`src/rtl/cpu_pkg.sv`:
```
// Opcode constants shared by the memory, pc and execute stages.
package cpu_pkg;

    localparam logic [3:0] OP_CLEAR_LOAD  = 4'b0000;
    localparam logic [3:0] OP_ADD_LOAD    = 4'b0001;
    localparam logic [3:0] OP_ADD         = 4'b0010;
    localparam logic [3:0] OP_SHIFT_RIGHT = 4'b0011;
    localparam logic [3:0] OP_DISP        = 4'b0100;

endpackage

```
`src/rtl/adder_w.sv`:
```
// WIDTH-bit adder with carry-out, used for the upper half of the product.
module adder_w #(
    parameter int WIDTH = 4
) (
    input  logic [WIDTH-1:0] a,
    input  logic [WIDTH-1:0] b,
    output logic [WIDTH-1:0] sum,
    output logic             carry
);

    assign {carry, sum} = {1'b0, a} + {1'b0, b};

endmodule

```
`src/rtl/execute_unit.sv`:
```
// Shift-add multiplier execute stage driven one opcode per enabled cycle.
// Optional step counter / done flag: define EXECUTE_STEP_COUNT_EN.
module execute_unit
    import cpu_pkg::*;
#(
    parameter int WIDTH = 4
) (
    input  logic                 clock,
    input  logic                 reset,
    input  logic                 en,
    input  logic [3:0]           opcode,
    input  logic [WIDTH-1:0]     data,
    output logic [2*WIDTH-1:0]   product,
    output logic [2*WIDTH-1:0]   result,
    output logic                 result_valid,
    output logic                 illegal,
    output logic                 done
);

    logic [2*WIDTH-1:0] p;
    logic               c;
    logic [WIDTH-1:0]   sum;
    logic               cout;

    adder_w #(.WIDTH(WIDTH)) u_adder (
        .a     (p[2*WIDTH-1:WIDTH]),
        .b     (data),
        .sum   (sum),
        .carry (cout)
    );

    always_ff @(posedge clock or posedge reset) begin
        if (reset) begin
            p            <= '0;
            c            <= 1'b0;
            result       <= '0;
            result_valid <= 1'b0;
            illegal      <= 1'b0;
        end else begin
            result_valid <= 1'b0;
            illegal      <= 1'b0;
            if (en) begin
                case (opcode)
                    OP_CLEAR_LOAD: begin
                        p <= '0;
                        c <= 1'b0;
                    end
                    OP_ADD_LOAD: begin
                        p <= {{WIDTH{1'b0}}, data};
                        c <= 1'b0;
                    end
                    OP_ADD: begin
                        // Only add when the current multiplier bit is set.
                        if (p[0]) begin
                            p <= {sum, p[WIDTH-1:0]};
                            c <= cout;
                        end else begin
                            c <= 1'b0;
                        end
                    end
                    OP_SHIFT_RIGHT: begin
                        p <= {c, p[2*WIDTH-1:1]};
                        c <= 1'b0;
                    end
                    OP_DISP: begin
                        result       <= p;
                        result_valid <= 1'b1;
                    end
                    default: illegal <= 1'b1;
                endcase
            end
        end
    end

    assign product = p;

`ifdef EXECUTE_STEP_COUNT_EN
    localparam int NW = $clog2(WIDTH) + 1;
    logic [NW-1:0] n;

    always_ff @(posedge clock or posedge reset) begin
        if (reset) begin
            n <= '0;
        end else if (en) begin
            case (opcode)
                OP_CLEAR_LOAD, OP_ADD_LOAD: n <= '0;
                OP_SHIFT_RIGHT: if (n != NW'(WIDTH)) n <= n + 1'b1;
                default: ;
            endcase
        end
    end

    assign done = (n == NW'(WIDTH));
`else
    assign done = 1'b0;
`endif

endmodule

```
`config.mk`:
```
export PLATFORM = sky130hd
export DESIGN_NAME = execute_unit
export DESIGN_NICKNAME = d
export VERILOG_FILES = /design/src/rtl/cpu_pkg.sv /design/src/rtl/adder_w.sv /design/src/rtl/execute_unit.sv
export SDC_FILE = /design/constraint.sdc
export NUM_CORES = 1
export LEC_CHECK = 0
export CORE_AREA = 3 3 45 77
export DETAILED_ROUTE_END_ITERATION = 6
export DIE_AREA = 0 0 48 80
export PLACE_DENSITY = 0.57
export SYNTH_ARGS = -nofsm -noshare
export SYNTH_HDL_FRONTEND = slang
export SYNTH_SLANG_ARGS = --single-unit
```
`constraint.sdc`:
```
create_clock -name clock -period 4.2 [get_ports clock]
set_input_delay 0.42 -clock clock [delete_from_list [all_inputs] [get_ports clock]]
set_output_delay 0.42 -clock clock [all_outputs]
set_load 0.05 [all_outputs]
```
# ---- After elaboration in Yosys (flattened, before gate mapping)
# Cells that the tools add are included.
dict set report classes {
  n_addsub 1
  eq_ne 5
  n_reduce_logical 11
  n_mux 8
  n_bitwise 1
}
# cell count
set op_table {}
lappend op_table {{one-hot mux 8 bit (4 select lines)} 1}
lappend op_table {{equality test 4 x 2 -> 1 bit (second input constant)} 2}
lappend op_table {{two-way mux 8 bit} 1}
lappend op_table {{AND reduction 2 bit} 3}
lappend op_table {{AND reduction 3 bit} 2}
lappend op_table {{adder 4 x 4 -> 5 bit} 1}
lappend op_table {{two-way mux 1 bit} 5}
lappend op_table {{OR reduction 5 bit} 1}
lappend op_table {{equality test 4 x 1 -> 1 bit (second input constant)} 1}
lappend op_table {{equality test 4 x 3 -> 1 bit (second input constant)} 1}
lappend op_table {{zero test 4 bit} 1}
lappend op_table {{nonzero test 4 bit} 1}
lappend op_table {{nonzero test 3 bit} 1}
lappend op_table {{OR reduction 3 bit} 1}
lappend op_table {{!= test 2 bit (second input constant)} 1}
lappend op_table {{one-hot mux 1 bit (2 select lines)} 1}
lappend op_table {{nonzero test 2 bit} 1}
lappend op_table {{inverter 1 bit} 1}
dict set report word_totals {
  register_bits 19
  in_bits 11
  out_inout_bits 19
  wordCells 33
}

# ---- Logic depth before layout (Yosys ltp)
# Gate-level depths: netlist of run 1.
dict set report logic_depth {
  depth_word 4
  depth_mapped 7
  ltp_nobuf 7
}

# ---- Hierarchy
# From an unflattened synthesis of run 1, not the netlist that was laid out.
dict set report unflattened {
  hier_cells 78
  area_unflattened_um2 982.2
}
# mod cells_each seq_area_each_um2 area_per_inst_um2 instances
set by_module_without_submodules {}
lappend by_module_without_submodules {execute_unit 62 475.5 845.8 1}
lappend by_module_without_submodules {adder_w 16 0.0 136.4 1}

# ---- Worst setup path after synthesis of run 1
# No wires, ideal clock.
dict set report synth_timing {
  path_kind {register -> register}
  from {reg p[4], in the netlist product[4]}
  to {reg p[5], in the netlist product[5]}
  setup_ns 0.121
  setup_slack_ns 2.260
  arrival_ns 1.819
  path_stages_with_launch 7
  cell_sequence {dfrtp_1 > ha_1 > inv_1 > fa_1 > inv_1 > a22o_1 > a22o_1}
}
dict set report synth_via {
  elab_chain_len 3
}
# element line
set synth_lines {}
lappend synth_lines {{start: declaration} execute_unit.sv:20} ;# logic [2*WIDTH-1:0] p;
lappend synth_lines {{start signal: assignment} execute_unit.sv:49} ;# p <= {{WIDTH{1'b0}}, data};
lappend synth_lines {{start signal: assignment} execute_unit.sv:55} ;# p <= {sum, p[WIDTH-1:0]};
lappend synth_lines {{start signal: assignment} execute_unit.sv:62} ;# p <= {c, p[2*WIDTH-1:1]};
lappend synth_lines {{adder 4 x 4 -> 5 bit} adder_w.sv:11} ;# assign {carry, sum} = {1'b0, a} + {1'b0, b};
lappend synth_lines {{two-way mux 8 bit} execute_unit.sv:54} ;# if (p[0]) begin
lappend synth_lines {{one-hot mux 8 bit (4 select lines)} execute_unit.sv:43} ;# case (opcode)
# No other way between the ends. The select of a mux whose other input is x is not followed.
# A chain may end at the register's enable or synchronous reset.

# ---- Worst setup path after layout of run 1
dict set report layout_timing {
  from {in opcode[1]}
  to {reg result[2]}
}
dict set report layout_via {
  elab_chain_len 2
}
# element line
set layout_lines {}
lappend layout_lines {{start: declaration} execute_unit.sv:11} ;# input logic [3:0] opcode,
lappend layout_lines {{equality test 4 x 3 -> 1 bit} execute_unit.sv:43}
lappend layout_lines {{AND reduction 2 bit (no source line)} -}
lappend layout_lines {{end signal: assignment} execute_unit.sv:66} ;# result <= p;
lappend layout_lines {{end: declaration} execute_unit.sv:14} ;# output logic [2*WIDTH-1:0] result,
# No other way between the ends.

==> results of run 1 <==
[layout make-up]
class                           instances  share of cell area
Clock inverter                          1            0.003728
Tap cell                               28             0.02610
Sequential cell                        19              0.3541
Inverter                                5             0.01398
Timing Repair Buffer                   28              0.2088
Clock buffer                            3             0.03075
Multi-Input combinational cell         60              0.3625
[layout by cell type (no fill, tap or decap), types with 3 or more instances in the layout]
cell type | synthesis | routed
mux2_2 | 8 | 8
dfrtp_1 | 19 | 19
nand2b_1 | 3 | 3
mux2i_1 | 4 | 4
ha_1 | 4 | 4
inv_1 | 5 | 5
clkbuf_8 | 0 | 3
nand2_1 | 10 | 10
o21ai_0 | 8 | 8
clkdlybuf4s50_1 | 0 | 28
[flip-flops by register name, indices dropped and copies added (netlist names)]
name,flops
c,1
product,8
result,8
result_valid,1
illegal,1
[through the flow]
stage	total power (uW)	setup slack, ps	cell area (sq um)
after global placement	339.9	1920	1296
after detailed placement	341.6	1885	1296
after global routing	488.7	2078	1343
after floorplan	292.1	2260	996.0
final	465.5	2207	1343
after CTS	472.3	2165	1343
[report_power, final]
part,switching [uW],internal (uW)
clock network,63.5,66.0
logic,81.3,47.4
registers,10.4,197
[routing by layer]
metal	up-vias	GRT usage	part of all wire
met1	370	0.1360	0.37
li1	362	-	-
met4	0	0.1024	0.037
met2	23	0.2188	0.57
met5	-	0	0
met3	7	0.02032	0.029
[critical path, delay by kind of cell]
| family | cells | cell delay (ps) |
|---|---|---|
| AND/OR/NAND/NOR | 1 | 670 |
| multiplexers | 1 | 400 |
| buffers and inverters | 1 | 640 |
[worst paths after layout]
check,startpoint,to,slack (ps)
hold / removal,result[3],result[3],510
min in group asynchronous,reset,result_valid,570
max in group asynchronous,reset,product[7],3170
hold reg to reg,result[3],result[3],510
setup / recovery,opcode[1],result[2],2210
setup reg to reg,product[4],product[5],2490
[kinds of logic after synthesis]
kind of cell,synth area share
adders and majority gates,0.07035
AOI/OAI and AO/OA,0.1344
xor gates and xnor gates,0.01759
and+or+nand+nor,0.1319
other,0.003765
buffers and inverters,0.03392
DFF,0.4774
muxes,0.1307
==> flow_summary.toml, run 1 <==
[routing]
detail_route.wl_per_cell_microns = 15.10
drc_errors = 0
num_vias = 762
ant_nets = 0
drt_first_iter_violations = 7
first_pass_iters = 4
totalWireLength_microns = 2175
route.detailed.vias_per_inst = 5.292

[grt]
vias_in_the_first_global_route = 801
groute.usage.overall = 0.1323
overflow = 0
grt_max_degree = 20
global_route_wire_length_before_repair_microns = 3553
antenna_found_initial = 0

[layout]
num_antenna_cells = 0
syn_to_layout_area_delta_pct = 34.80
fillerInstances = 270
finish.utilization = 0.4585
count_of_nets_after_finishing = 133
fin_cells = 144
ff_latch_area_sq_um = 475.5
layout-drive-gt1-share = 0.1552
multi_input_combinational_cell_area_sq_um = 486.7

[place]
hpwl_microns = 1754
place_inst = 140
gp_congestion = 0.7752
port_buffers = 28

[synth]
post_synth.cell_area_avg_sq_um = 11.58
syn-cell-area_sq_um = 996.0
synth.top_cells.by_count = "dfrtp_1 (19), nand2_1 (10), mux2_2 (8), o21ai_0 (8), inv_1 (5)"
netlist_top_cells_area = "dfrtp_1 (48%), mux2_2 (9.0%), ha_1 (5.0%)"
synth_edf_count = 0
synth-async-reset-ratio = 1.000
unique_masters_post_synth = 26
synth_top_area_cell = "dfrtp_1"
post_synth_inst_count = 86
synth-seq-area-share = 0.4774
dominantRegCellSynth = "dfrtp_1"
yosys_register_bits = 19
ys.warnings.count = 0
synthMostInstantiatedCell = "dfrtp_1"
postSynthNetCount = 102
yosys.area.top_type_share = 0.4774

[die]
dieWidth_microns = 48
rows = 26
initial_core_utilization = 0.3402
die_h_microns = 80
ios = 30
die-area_sq_mm = 0.003840
fp.coreArea_sq_mm = 0.002928

[worst_setup_path]
worst-path-max-fanout = 9
cpPeakStageDelay_ps = 670
required_ps = 4350
master_of_the_slowest_instance_on_the_critical_path = "nor4_4"
crit_chain = "clkdlybuf4s50_1, nor4_4, mux2_2"
setup.worst_path.end_class = "register"
path_depth_of_the_worst_reg2reg_path = 6
timing.critical_path.arrival_ps = 2140
worstSetupStartpointType = "input port"
timing.setup.critical_path_class = "in2reg"

[pwr]
power.leakage_uw = 0.0005923
vdd.ir_drop.worst_mv = 0.1331
power_per_cell_area_mw_per_mm2 = 346.8

[clocking]
cts_max_path_buffers = 2
cts.repair.resized = 0
htreeDepth = 1
clkSinkCount = 19
setup_fix_buffers_added_after_clock_tree_synthesis = 0
cts-hold-fix-buffers = 0
numCtsBuffers = 3
cts_root_buffer = "clkbuf_8"
worstSkewPairLatency_ps = 260
clk_pin_slew_ps = 70
cts_tree = "yes"

[sta]
achievable-frequency_ghz = 0.5019
worst_slew_margin = 0.5175
finalCritPeriodShare = 0.4744
slew_worst_pin_ps = 722.9
worst_skew_ps = 1.095
slew_violations = 0
final_hold_viol_count = 0
timing.final.setup_violations = 0
timing.final.crit_period_ps = 1993
fin_tns_setup_ps = 0
rsz0062_at_grt = "no"
hold_ws_ps = 508.3

[job]
timing.max_cap.violations = 0

[worst_hold_path]
hold_path_class = "reg2reg"
holdPathStages = 1

[outcome]
status = "complete, no violations"
No activity file was read; power rests on OpenSTA's default activity.
==> run 2: changes to the inputs <==
--- a/config.mk
+++ b/config.mk
@@ -8,7 +8,7 @@
 export CORE_AREA = 3 3 45 77
 export DETAILED_ROUTE_END_ITERATION = 6
 export DIE_AREA = 0 0 48 80
-export PLACE_DENSITY = 0.57
+export PLACE_DENSITY = 0.59
 export SYNTH_ARGS = -nofsm -noshare
 export SYNTH_HDL_FRONTEND = slang
 export SYNTH_SLANG_ARGS = --single-unit
==> constraint.sdc (replaced) <==
create_clock -name clock -period 1.6 [get_ports clock]
set_input_delay 0.16 -clock clock [delete_from_list [all_inputs] [get_ports clock]]
set_output_delay 0.16 -clock clock [all_outputs]
set_load 0.05 [all_outputs]
==> run 2 against run 1 <==
Against the previous run:
- hold slack lost 280 ps
- register-to-register slack lost 2500 ps
- clock-buffer cell count is the same
- combinational power grew to 2.7 times the previous value
==> flow_summary.toml, run 2 (synthesis gave the netlist of run 1 again) <==
[outcome]
status = "complete, no violations"

[clocking]
cts_tree = "yes"
htreeDepth = 1
numCtsBuffers = 3
clkSinkCount = 19
worstSkewPairLatency_ps = 250
cts_root_buffer = "clkbuf_8"
cts-hold-fix-buffers = 0
clk_pin_slew_ps = 70
cts_max_path_buffers = 2

[die]
die-area_sq_mm = 0.003840
ios = 30
rows = 26
fp.coreArea_sq_mm = 0.002928
die_h_microns = 80
initial_core_utilization = 0.3402
dieWidth_microns = 48

[place]
detailedPlace.worstSlack_ps = -332.5
port_buffers = 28
place_inst = 158
gp_congestion = 0.7952
hpwl_microns = 1926

[sta]
slew_violations = 0
final_hold_viol_count = 0
finalCritPeriodShare = 0.9861
fin_tns_setup_ps = 0
worst_skew_ps = 2.495
rsz0062_at_grt = "yes"
fin_ws_ps = 22.26
timing.final.crit_period_ps = 1578
timing.final.setup_violations = 0
achievable-frequency_ghz = 0.6338

[layout]
mostFrequentLayoutCells = "buf_4 (35), dfrtp_1 (16), nand2_1 (10)"
syn_to_layout_area_delta_pct = 46.48
layout.cells.most_common = "buf_4"
num_antenna_cells = 0
fillerInstances = 284
fin_cells = 162
count_of_nets_after_finishing = 151
finish.utilization = 0.4983
layout-drive-gt1-share = 0.4403

[worst_setup_path]
timing.critical_path.arrival_ps = 1720
worst-path-max-fanout = 2
required_ps = 1750
setup.worst_path.end_class = "register"
cpPeakStageDelay_ps = 470
crit_family = "adder cells"
cp_num_buf_inv = 2
worstSetupStartpointType = "register"
cpMostUsedCell = "a22o_1"
crit_chain = "ha_4, inv_2, fa_1, inv_1, a22o_1, a22o_1"
timing.setup.critical_path_class = "reg2reg"
master_of_the_slowest_instance_on_the_critical_path = "fa_1"

[grt]
grt_max_degree = 20
global_route_wire_length_before_repair_microns = 3919
grtUsageMet1 = 0.1667
antenna_found_initial = 0
gr-max-usage-layer = "met2"
overflow = 0
groute.layer.met2.usage = 0.2480
use_met3 = 0.01354
groute.usage.overall = 0.1425
vias_in_the_first_global_route = 845

[pwr]
power.leakage_uw = 0.0007151
power_per_cell_area_mw_per_mm2 = 842.5
vdd.ir_drop.worst_mv = 0.4084

[routing]
route.detailed.vias_per_inst = 5.111
ant_nets = 0
drc_errors = 0
drt_first_iter_violations = 10
first_pass_iters = 4
totalWireLength_microns = 2375
num_vias = 828
detail_route.wl_per_cell_microns = 14.66

[job]
timing.max_cap.violations = 0

[worst_hold_path]
hold_path_class = "in2async"
run 2: changes by cell type in the layout (fill, tap and decap cells not counted), sizes merged:
cell	previous run	this run
dlygate4sd2	0	2
buf	0	36
clkdlybuf4s50	28	8
run 2: timing repair:
| item | CTS | global route |
|---|---|---|
| pin swaps | 0 | 0 |
| hold endpoints to repair | 0 | 0 |
| setup buffers | 0 | 0 |
| endpoints found under the setup margin | 1 | 2 |
| resized for setup | 3 | 1 |
run 2: worst register-to-register path, cell delays in order, from the launching register on:
cell and delay, ps:
dfrtp_2 390, ha_4 140, inv_2 30, fa_1 470
inv_1 50, a22o_1 200, a22o_1 190
run 2: power breakdown:
part           internal [uW]  leakage (uW)  switching [uW]  total [uW]
clock                    173     0.0000255             160         332
combinational            131      0.000436             220         351
sequential               517      0.000254            28.7         546
run 2: path summary, 6_finish.rpt:
| check | startpoint | endpoint | slack, ps | cells after the start |
|---|---|---|---|---|
| max | product[4] | product[5] | 20 | 6 |
| min | reset | result_valid | 230 | 3 |
| max reg2reg | product[4] | product[5] | 20 | 6 |
| min reg2reg | result[7] | result[7] | 510 | 1 |
| max in group asynchronous | reset | product[5] | 1160 | 3 |
| min in group clock | data[1] | product[1] | 430 | 3 |
run 2: layer usage:
layer / vias up / part of all wire
met1: 405 / 0.40
met4: 0 / 0.017
li1: 402 / -
met5: - / 0
met3: 4 / 0.020
met2: 17 / 0.56
run 2: final cells by class:
class                   instances  area (sq um)  area share
multi-input cells              60         499.2      0.3422
flip-flops and latches         19         479.2      0.3285
repair buffers                 46         380.4      0.2607
clock buffers                   3         41.29     0.02830
well taps                      28         35.03     0.02401
inverters                       5         18.77     0.01286
clock inverters                 1         5.005    0.003431
run 2: stage by stage:
| step | power (uW) | area (sq um) | hold WS, ps |
|---|---|---|---|
| 2_1_floorplan | 767.3 | 1012 | 110.9 |
| 3_3_place_gp | 906.2 | 1415 | 487.2 |
| 3_5_place_dp | 913.4 | 1415 | 498.0 |
| 4_1_cts | 1248 | 1459 | 234.2 |
| 5_1_grt | 1289 | 1459 | 270.4 |
| 6_report | 1229 | 1459 | 227.1 |
==> patch, RTL diff (flow settings as in run 1) <==
The option `EXECUTE_STEP_COUNT_EN` is turned on by a define.
--- a/src/rtl/execute_unit.sv
+++ b/src/rtl/execute_unit.sv
@@ -2,2 +2,4 @@
 // Optional step counter / done flag: define EXECUTE_STEP_COUNT_EN.
+`define EXECUTE_STEP_COUNT_EN
+
 module execute_unit
Check against the original RTL: not equivalent (a bounded check fails within 10 cycles, from zero or initial values and one cycle with reset high).
==> patch against run 1 <==
  * Cell count up 13%
  * Synthesized cell count up 21%
  * Largest cell class unchanged
  * Routed wire length rose by 17%
  * Critical path type is now register to output port
  * Synthesized area rose by 17%
  * Design area increased by 14%
  * Power grew 14%
  * Worst setup slack got worse by 0.30 ns
  * Sequential cell count grew 3
==> patch: results (changes against run 1) <==
Synthesis
Post-synth top cells: 22 x dfrtp_1, 11 x nand2_1, 9 x o21ai_0 (was 19 x dfrtp_1, 10 x nand2_1, 8 x mux2_2, 8 x o21ai_0, 5 x inv_1). The number of unique standard cell types used by synthesis is 33 (was 26). The proportion of synthesized chip area in sequential cells is 0.471 (was 0.477). Largest cells by area after synthesis: dfrtp_1 47%, mux2_2 7.7%, ha_1 6.4% (was dfrtp_1 48%, mux2_2 9.0%, ha_1 5.0%).

The net count after synthesis is 122 (was 102). The flop and latch count out of synthesis is 22 (was 19).

Power and ir drop
The share of total power in the clock network is 0.240 (was 0.278). The reported leakage power is 0.684 nW (was 0.592 nW). The switching power share of the total is 0.337 (was 0.333).

Worst setup path
The endpoint of the most critical setup path was done (was result[2]$_DFFE_PP0P_). The critical path class is register to output port (was input pin to register). The worst-case register-to-register setup slack is 2.51 ns (was 2.49 ns).

The launching instance or port of the critical path is n[0]$_DFFE_PP0P_ (was opcode[1]). The signal arrival time at the worst endpoint came to 1.87 ns (was 2.14 ns). The maximum fanout encountered on the critical timing path is 3 (was 9). The largest incremental delay on the critical path was 0.80 ns (was 0.67 ns).

Cells and area
The utilization after layout is 0.521 (was 0.459). The clock-cell share of area was 0.0270 (was 0.0345). The multi-input combinational gate total came to 72 (was 60). The register area came to 551 um^2 (was 475 um^2). The area share of buffers outside the clock network is 0.190 (was 0.209). The number of signal-net inverters in the final layout is 8 (was 5). The multi-input combinational cell area was 579 um^2 (was 487 um^2).

The count of non-CTS buffers in the layout is 29 (was 28).

Place
The final estimated routing congestion in global placement was 0.812 (was 0.775). The half-perimeter wire length after placement was 1950 um (was 1750 um). The number of port buffers is 29 (was 28). The cell area reported after detailed placement came to 0.00149 mm^2 (was 0.00130 mm^2). The worst slack at placement is 1.83 ns (was 1.88 ns).

Drt
The iteration-0 DRC count of the detailed router is 6 (was 7). The average via count per standard cell was 5.51 (was 5.29). The routed wire length per instance was 15.7 um (was 15.1 um).

Global route
The pin count of the biggest net entering global routing was 23 (was 20). The total track usage was 0.151 (was 0.132). The first-pass GRT wire length came to 4170 um (was 3550 um).

Worst hold path
The end point of the worst hold path was result[5]$_DFFE_PP0P_ (was result[3]$_DFFE_PP0P_).

STA
The clock tree skew after final layout is 0.00422 ns (was 0.00109 ns). The maximum operating frequency is 437 MHz (was 502 MHz).

Status
Status: completed (unchanged).
==> patch: cells by family (layout without fill, tap and decap cells) <==
family	after synthesis	after routing	share of synthesized area
fa+ha+maj	7	7	0.0813
xor+xnor	2	2	0.0150
mux	13	13	0.120
compound gates	25	25	0.136
buf+inv	10	40	0.0342
simple gates	25	25	0.143
flops	22	22	0.471
==> patch: worst max-delay path, delay by kind of cell (launching register included) <==
| family | cells | cell delay (ns) |
|---|---|---|
| buf+inv | 2 | 0.89 |
| flops | 1 | 0.39 |
| fa+ha+maj | 1 | 0.16 |
| simple gates | 1 | 0.16 |
==> patch: through the flow <==
stage                     hold slack (ns)  std cells
after global routing                0.529        162
after global placement              0.492        159
final                               0.507        162
after CTS                           0.513        162
after floorplan                     0.409        104
after detailed placement            0.495        159
==> patch: routing by layer <==
layer | up-vias | wire length, um | global-route usage
met4 | 0 | 72 | 0.0674
met3 | 9 | 87 | 0.0226
li1 | 432 | - | -
met5 | - | 0 | 0
met2 | 24 | 1310 | 0.243
met1 | 428 | 1080 | 0.189
